==> src/rtl/mips_pkg.sv <==
// Shared definitions for the MIPS register file slice.
package mips_pkg;

    localparam int REG_ZERO       = 0;
    localparam int DATA_W_DEFAULT = 32;
    localparam int REGS_DEFAULT   = 32;

    // Register-file control state: clear sweep after reset, then normal operation.
    typedef enum logic [0:0] {
        RF_CLEAR = 1'b0,
        RF_RUN   = 1'b1
    } rf_state_t;

endpackage

==> src/rtl/rf_bypass_mux.sv <==
// Per-read-port lane selector: array word, overridden by the highest-index
// matching write port in the same cycle, and forced to zero for register 0
// when the hardwired zero register is enabled.
module rf_bypass_mux
    import mips_pkg::*;
#(
    parameter int DATA_W   = DATA_W_DEFAULT,
    parameter int ADDR_W   = 5,
    parameter int NUM_WR   = 1,
    parameter int ZERO_REG = 1
) (
    input  logic [ADDR_W-1:0]        rd_addr,
    input  logic [DATA_W-1:0]        array_word,
    input  logic [NUM_WR-1:0]        wr_en,
    input  logic [NUM_WR*ADDR_W-1:0] wr_addr,
    input  logic [NUM_WR*DATA_W-1:0] wr_data,
    output logic [DATA_W-1:0]        lane_data
);

    // Later ports overwrite earlier matches, so the highest index wins.
    always_comb begin
        lane_data = array_word;
        for (int j = 0; j < NUM_WR; j++) begin
            if (wr_en[j] && (wr_addr[j*ADDR_W +: ADDR_W] == rd_addr)) begin
                lane_data = wr_data[j*DATA_W +: DATA_W];
            end
        end
        if ((ZERO_REG != 0) && (rd_addr == ADDR_W'(REG_ZERO))) begin
            lane_data = '0;
        end
    end

endmodule

==> src/rtl/mips_regfile_mp.sv <==
// Multi-port MIPS general-purpose register file with a post-reset clear
// sweep, same-cycle write-through bypass, optional hardwired zero register
// and highest-index-wins write priority.
//
// Stall contract: busy is a level signal. While it is high the pipeline must
// hold; every read lane returns zero and any write presented is dropped
// (never queued). Once busy falls the file accepts writes and reads every cycle.
module mips_regfile_mp
    import mips_pkg::*;
#(
    parameter int DATA_W   = DATA_W_DEFAULT,
    parameter int DEPTH    = REGS_DEFAULT,
    parameter int ADDR_W   = $clog2(DEPTH),
    parameter int NUM_RD   = 2,
    parameter int NUM_WR   = 1,
    parameter int ZERO_REG = 1
) (
    input  logic                     clock,
    input  logic                     reset,
    input  logic [NUM_RD*ADDR_W-1:0] rd_addr,
    output logic [NUM_RD*DATA_W-1:0] rd_data,
    input  logic [NUM_WR-1:0]        wr_en,
    input  logic [NUM_WR*ADDR_W-1:0] wr_addr,
    input  logic [NUM_WR*DATA_W-1:0] wr_data,
    output logic                     busy
);

    localparam logic [ADDR_W-1:0] LAST_IDX = ADDR_W'(DEPTH - 1);

    // Control state is kept in plain named signals so checkers can bind to it.
    rf_state_t         state;
    rf_state_t         state_nxt;
    logic [ADDR_W-1:0] clr_idx;
    logic [ADDR_W-1:0] clr_idx_nxt;

    logic [DATA_W-1:0] regs [DEPTH];

    // State and sweep-counter register; reset restarts the sweep from entry 0.
    always_ff @(posedge clock) begin
        if (reset) begin
            state   <= RF_CLEAR;
            clr_idx <= '0;
        end else begin
            state   <= state_nxt;
            clr_idx <= clr_idx_nxt;
        end
    end

    // Next state: advance the sweep, leave CLEAR once the last entry is cleared.
    // In RUN the counter wraps to zero and simply holds there.
    always_comb begin
        state_nxt   = state;
        clr_idx_nxt = clr_idx;
        if (state == RF_CLEAR) begin
            clr_idx_nxt = clr_idx + ADDR_W'(1);
            if (clr_idx == LAST_IDX) begin
                state_nxt = RF_RUN;
            end
        end
    end

    assign busy = (state == RF_CLEAR);

    // Storage: clear one entry per cycle during the sweep, otherwise commit
    // writes in port order so the highest-index port wins on a collision.
    always_ff @(posedge clock) begin
        if (!reset) begin
            if (state == RF_CLEAR) begin
                regs[clr_idx] <= '0;
            end else begin
                for (int j = 0; j < NUM_WR; j++) begin
                    if (wr_en[j] &&
                        !((ZERO_REG != 0) && (wr_addr[j*ADDR_W +: ADDR_W] == ADDR_W'(REG_ZERO)))) begin
                        regs[wr_addr[j*ADDR_W +: ADDR_W]] <= wr_data[j*DATA_W +: DATA_W];
                    end
                end
            end
        end
    end

    // One bypass mux per read port; lanes are forced to zero during reset or the sweep.
    for (genvar k = 0; k < NUM_RD; k++) begin : g_rd
        logic [ADDR_W-1:0] lane_addr;
        logic [DATA_W-1:0] lane_val;

        assign lane_addr = rd_addr[k*ADDR_W +: ADDR_W];

        rf_bypass_mux #(
            .DATA_W   (DATA_W),
            .ADDR_W   (ADDR_W),
            .NUM_WR   (NUM_WR),
            .ZERO_REG (ZERO_REG)
        ) u_mux (
            .rd_addr    (lane_addr),
            .array_word (regs[lane_addr]),
            .wr_en      (wr_en),
            .wr_addr    (wr_addr),
            .wr_data    (wr_data),
            .lane_data  (lane_val)
        );

        assign rd_data[k*DATA_W +: DATA_W] = (busy || reset) ? '0 : lane_val;
    end

endmodule

==> config.mk <==
export PLATFORM = sky130hd
export DESIGN_NAME = mips_regfile_mp
export DESIGN_NICKNAME = d
export VERILOG_FILES = /design/src/rtl/mips_pkg.sv /design/src/rtl/rf_bypass_mux.sv /design/src/rtl/mips_regfile_mp.sv
export SDC_FILE = /design/constraint.sdc
export NUM_CORES = 1
export LEC_CHECK = 0
export BUFFER_PORTS_ARGS = -buffer_cell sky130_fd_sc_hd__buf_2
export CAP_MARGIN = 20
export CELL_PAD_IN_SITES_DETAIL_PLACEMENT = 1
export CELL_PAD_IN_SITES_GLOBAL_PLACEMENT = 2
export CORE_MARGIN = 10
export CORE_UTILIZATION = 37
export CTS_CLUSTER_DIAMETER = 30
export DETAILED_ROUTE_END_ITERATION = 8
export HOLD_SLACK_MARGIN = 0.08
export PLACE_DENSITY = 0.76
export SLEW_MARGIN = 40
export SYNTH_ARGS = -nofsm -noshare
export SYNTH_HDL_FRONTEND = slang
export SYNTH_SLANG_ARGS = --single-unit
==> constraint.sdc <==
create_clock -name clock -period 3.95 [get_ports clock]
set_clock_uncertainty 0.15 [all_clocks]
set_input_delay 0.1975 -clock clock [delete_from_list [all_inputs] [get_ports clock]]
set_output_delay 0.1975 -clock clock [all_outputs]
set_load 0.005 [all_outputs]
==> results of run 1 <==
-- cell type report --
| class | instances | area [um2] |
|---|---|---|
| fill | 12700 | 72200 |
| sequential | 1030 | 30900 |
| multi-input combinational | 1562 | 17500 |
| clock buffer | 224 | 5240 |
| timing repair buffer | 347 | 3120 |
| tap | 1768 | 2210 |
| clock inverter | 167 | 1990 |
| inverter | 6 | 22.5 |
-- worst max path at each step --
stage,from,to,slack (ns),depth (start not counted)
CTS,state$_SDFF_PP0_,rd_data[39],0.37,7
finish,state$_SDFF_PP0_,rd_data[41],0.29,7
floorplan,wr_addr[2],regs[12][0]$_DFFE_PP_,0.74,6
global placement,rd_addr[6],rd_data[37],0.72,8
detailed placement,rd_addr[6],rd_data[39],0.77,7
global route,state$_SDFF_PP0_,rd_data[39],0.28,7
-- power by group through the flow --
stage / logic [mW] / clock network, mW / registers [mW]
finish: 1.84 / 17.9 / 12.0
global route: 1.90 / 18.6 / 12.0
CTS: 1.82 / 18.0 / 12.0
detailed placement: 1.78 / 0 / 12.2
global placement: 1.75 / 0 / 12.2
floorplan: 1.11 / 0 / 12.2
-- state kept, by name, indices dropped and copies added (netlist names) --
signal and cells:
regs 1024, clr_idx 5, state 1
-- worst min-delay path: cells and delay by family --
family,cells,cell delay (ns)
buffers and inverters,2,0.74
and+or+nand+nor,1,0.07
-- timing repair --
item | CTS | global route
resized for setup | 0 | 0
hold endpoints to repair | 821 | 56
hold buffers | 31 | 2
setup endpoints to repair | 0 | 0
-- cell usage after synthesis (20+ instances only) --
master,instances
and2_1,35
buf_6,37
a22oi_1,73
o22ai_1,112
o211ai_1,20
a211oi_1,57
buf_4,34
mux2i_1,482
mux4_2,320
nor2_1,48
edfxtp_1,1024
o221ai_1,52
a21oi_1,23
clkbuf_1,106
buf_2,50
nor3_1,65
o21ai_0,43
o221a_1,30
nor2b_1,70
nand2_1,37
o221a_2,22
-- through the flow --
| step | hold slack (ns) | power [mW] |
|---|---|---|
| final | 0.120 | 31.7 |
| after global placement | 0.347 | 13.9 |
| after detailed placement | 0.357 | 14.0 |
| after floorplan | 0.351 | 13.3 |
| after global routing | 0.158 | 32.5 |
| after CTS | 0.0978 | 31.8 |
-- metal layers --
| metal | vias up | routed length, um | GRT usage |
|---|---|---|---|
| li1 | 12700 | - | - |
| met1 | 17400 | 69600 | 0.296 |
| met2 | 1830 | 86200 | 0.384 |
| met3 | 424 | 13900 | 0.0485 |
| met4 | 2 | 7650 | 0.106 |
| met5 | - | 18 | 0 |
-- kinds of logic after synthesis --
group | after synthesis | synth area share
compound gates | 463 | 0.0698
fa+ha+maj | 2 | 0.000506
flops | 1030 | 0.624
simple gates | 282 | 0.0299
buf+inv | 249 | 0.0303
xor+xnor | 13 | 0.00230
mux | 802 | 0.243
==> results.md, run 1 <==
* Status: finished clean
* Final WL at 177000 um
* Synthesized instance count at 2841
* Fmax at 0.273 GHz
* Place WS at between 0.7 and 0.8 ns
* Crit Path Max Fanout at 13
* Post-layout util at 0.458
* Synth Warn # at 0
* CP required at 3.60 ns
* Clock power share at 0.564
* Vias in the first global route at 34600
* Final Instance Area at 60900 um2
* Router iterations before antenna repair at 5
* Dpl cells at 4680
* Slowest CP cell: nor2_4
* Initial drt markers at 3581
* Syn Std Cell Area at roughly 49000 um2
* Switching power total at 7.38 mW
* Critical path data arrival time at about 3.3 ns
* FFs w/ async S/R, synth at 0
* Layout Nets at 3204
* Ports at 115
* Largest net degree at the start of global routing at 45
* Synthesized area per cell at between 15 and 20 um2
* Crit-path cells: buf_4 -> nand2b_1 -> nor2_4 -> buf_4 -> o21ai_0 -> a41oi_1 -> buf_2
* Initial antenna violation count at 3
* Crit. End Element: output port
* RSZ-0062 raised after global routing: no
* Bufs and invs on worst path at 3
* Antenna fix cells at 0
* DRC at 0
* Vias per inst at around 6.3
* Std cell rows at 134
* Min-delay src: reset
* Max cap viols at 0
* Tmin final at 3.66 ns
* Die Area at 149000 um2
* Worst-Margin Slew at 0.875 ns
* Type of the tightest min-delay check: input pin to flop
* Leak at between 15 and 20 nW
* Syn Nets at 2893
* Number of CTS-inserted buffers at 205
* Crit start category: flop
* Post-CTS setup buffer count at 0
* Count of unique library cells instantiated by Yosys at 48
* First-pass GRT wire length at around 250000 um
* Die height at ~390 um
* DP Area at 53400 um2
* I/O Buffers at between 100 and 150
* DRT antenna net count at 0
* Clk sinks at ~1000
* Reg clk slew, reported paths at roughly 0.040 ns
* GRT Resource Usage Total at 0.234
* Starting density of the core at 0.372
* GRT Residual Overflow at 0
* Share of layout cells above drive strength 1 at 0.321
* Slowest stage delay, CP at 0.55 ns
* Reg-to-reg critical path endpoint: regs[27][24]$_DFFE_PP_
* Pwr/cell area at around 520 nW/um2
* CTS tree: yes
* Worst vdd ir at between 0.5 and 0.6 mV
* Hold EP: state$_SDFF_PP0_
* Reg2reg start: state$_SDFF_PP0_
* Worst-Skew Late Latency at 0.78 ns
* H-Tree Depth at 4
* Setup TNS at 0 ns
* Placer Congestion at 0.849
* Main area contributors after synthesis: edfxtp_1 (62%), mux4_2 (15%), mux2i_1 (9.8%)
* WL per Instance at 34.8 um
* Area grow syn2layout at 23.2%
* Non-Filler Instances at around 5000
* Hold Vio Cnt, Final at 0
* Cell taking the most area after synthesis: edfxtp_1
* Most common cell after layout, fill and taps aside: edfxtp_1
* Clock tree buffer depth at 3
* Top cell type's share of synthesized area at 0.622
* Vias at 32400
* Hold depth at 3
* Yosys reg bits at 1030
* Post-synth top flop: edfxtp_1
* CTS root buf: clkbuf_16
* Flop pwr share at 0.378
* Sw Share at 0.232
* Most common cell on crit path: buf_4
* Pins Over Slew Limit at 0
* Most frequent cells in the layout: edfxtp_1 (1024), mux2i_1 (482), mux4_2 (320)
* FF-to-FF path depth at 7
* Fin crit share at 0.928
* Crit path kind: flop to output port
* Int Pwr at 24.4 mW
* Core ar. at 133000 um2
* Die width at ~390 um
* CP top delay family: simple AND/OR/NAND/NOR gates
* Slew HR at 0.417
* Detailed Place HPWL at approximately 110000 um
* Setup WS post-layout at 0.285 ns
* Post-synth EDFFs at just over 1000
* Endpoints failing setup at 0
* R2R Setup Slk at 0.82 ns
* Combinational Power Share at 0.058
* Register area share after synthesis at 0.624
(Power assumes the default switching activity.)
==> run 2: changes to the inputs <==
Settings changed: CORE_UTILIZATION 37 to 50, PLACE_DENSITY 0.76 to 0.94.
Clock period 3.95 ns to 4.63 ns, I/O delays scaled along.
==> results.md, run 2 (synthesis results as in run 1) <==
* Status: finished clean
* GR Util met1 at 0.413
* GR peak layer: met2
* R2R Setup Slk at 0.94 ns
* Starting density of the core at 0.503
* Setup TNS at 0 ns
* Crit path kind: flop to output port
* Most common cell after layout, fill and taps aside: edfxtp_1
* Tmin final at 4.15 ns
* Endpoints failing setup at 0
* Most frequent cells in the layout: edfxtp_1 (1024), mux2i_1 (481), mux4_2 (320)
* Slew HR at 0.386
* Worst Setup EP: rd_data[62]
* Post-layout total power at 27.4 mW
* Crit start category: flop
* Leading registers by flop count: regs (1024), clr_idx (5), state (1)
* Final WL at between 200000 and 250000 um
* Die height at 335 um
* Slowest CP cell: nor2_4
* Largest Register: regs
* Reg-to-reg critical path endpoint: regs[22][10]$_DFFE_PP_
* Met3 Resource Use GR at 0.114
* Die Area at 112000 um2
* Post-CTS setup buffer count at 0
* DRT antenna net count at 0
* Die width at 335 um
* H-Tree Depth at 4
* DRC at 0
* CTS root buf: clkbuf_16
* Crit. End Element: output port
* Vias in the first global route at 37400
* Fmax at 0.241 GHz
* Resized Gates After CTS at 0
* Critical path data arrival time at around 3.8 ns
* Hold Vio Cnt, Final at 0
* Worst-Margin Slew at 0.919 ns
* GRT Resource Usage Total at 0.356
* I/O Buffers at 114
* Worst setup startpoint: state$_SDFF_PP0_
* Multi-input logic area at 17500 um2
* Clk sinks at slightly above 1000
* CTS tree: yes
* Area grow syn2layout at 20.6%
* Max cap viols at 0
* Detailed Place HPWL at 107000 um
* Fin crit share at 0.896
* Worst vdd ir at 0.351 mV
* Vias per inst at 7.81
* Max FFs per register at 1024
* CP required at about 4.3 ns
* Ports at about 120
* Router iterations before antenna repair at 8
* FF-to-FF path depth at 8
* Placer Congestion at 0.879
* Clock tree buffer depth at 3
* Filler instances at 8442
* Core ar. at 98300 um2
* First-pass GRT wire length at ~290000 um
* Type of the tightest min-delay check: input pin to flop
* Layout Nets at 3145
* Pwr/cell area at between 400 and 500 nW/um2
* Slowest stage delay, CP at roughly 0.75 ns
* Crit-path cells: nand2b_1 -> nor2_4 -> o21ai_0 -> a41oi_1 -> buf_2
* Reg clk slew, reported paths at approximately 0.050 ns
* Pins Over Slew Limit at 0
* Initial antenna violation count at 3
* Share of layout cells above drive strength 1 at 0.315
* Crit Path Max Fanout at 18
* Initial drt markers at between 6000 and 7000
* Met2 usage at 0.547
* Flip-flop and latch area at 30900 um2
* Std cell rows at ~120
* GRT Residual Overflow at 0
* Number of CTS-inserted buffers at 198
* Worst-Skew Late Latency at 0.79 ns
* Min-delay src: wr_data[20]
* RSZ-0062 raised after global routing: no
* Largest net degree at the start of global routing at 66
* Leak at slightly below 20 nW
* Reg2reg start: state$_SDFF_PP0_
* Vias at around 36000
* WL per Instance at 44.2 um
* DP Area at 52200 um2
* Post-layout util at 0.607
* Final Instance Area at 59600 um2
[run 2: cell count changes in the layout (fill, tap and decap cells not counted), moves of 4 or more]
cell       previous run  this run
buf_4               148       114
buf_12               49        17
and2_1               22         8
and2_2               13        26
buf_16                1        10
clkbuf_1             17        10
clkbuf_16           207       200
clkinv_4             21        16
buf_8                 6        10
inv_16                1         5
inv_6                20        24
[run 2: power by group]
part           total (mW)  internal (mW)  switching [mW]
combinational        1.58          0.569            1.02
sequential           10.2           10.2          0.0408
clock                15.6           9.84            5.73
total                27.4           20.6            6.79
[run 2: layer usage]
layer | share of wire | up-vias | routed length [um]
met3 | 0.13 | 1135 | 26900
met4 | 0.090 | 4 | 18200
met5 | 0.00013 | - | 27
li1 | - | 12600 | -
met1 | 0.32 | 18000 | 64300
met2 | 0.46 | 3880 | 91800
[run 2: worst max-delay path, delay by kind of cell (launching register included)]
family                 cells  cell delay, ns
DFF                        1            0.68
AOI/OAI and AO/OA          2            0.75
buffers and inverters      1            0.22
and+or+nand+nor            2            1.28
[run 2: cell type report]
| type | instances | share of cell area |
|---|---|---|
| inverter | 6 | 0.000378 |
| clock inverter | 164 | 0.0348 |
| antenna | 2 | 0.0000839 |
| multi-input combinational | 1562 | 0.293 |
| clock buffer | 209 | 0.0841 |
| tap | 1287 | 0.0270 |
| timing repair buffer | 295 | 0.0426 |
| sequential | 1030 | 0.518 |
[run 2: timing repair]
action                                  CTS  global route
hold endpoints to repair                743            81
hold buffers                             26             4
endpoints found under the setup margin    0             0
[run 2: stage by stage]
stage                     instances  setup slack (ns)  hold slack (ns)
final                          4555             0.480           0.0666
after global routing           4553             0.449           0.0825
after CTS                      4547             0.862            0.110
after detailed placement       4148             0.989            0.408
after global placement         4128              1.06            0.391
after floorplan                2841              1.39            0.379
[run 2: worst min path at each step]
stage                              endpoint  slack, ns  cells past startpoint
floorplan           clr_idx[1]$_SDFFE_PP0N_       0.38                      2
global placement    clr_idx[0]$_SDFFE_PP0N_       0.39                      2
detailed placement         state$_SDFF_PP0_       0.41                      2
CTS                   regs[29][3]$_DFFE_PP_       0.11                      4
global route         regs[12][20]$_DFFE_PP_       0.08                      2
finish               regs[27][20]$_DFFE_PP_       0.07                      2
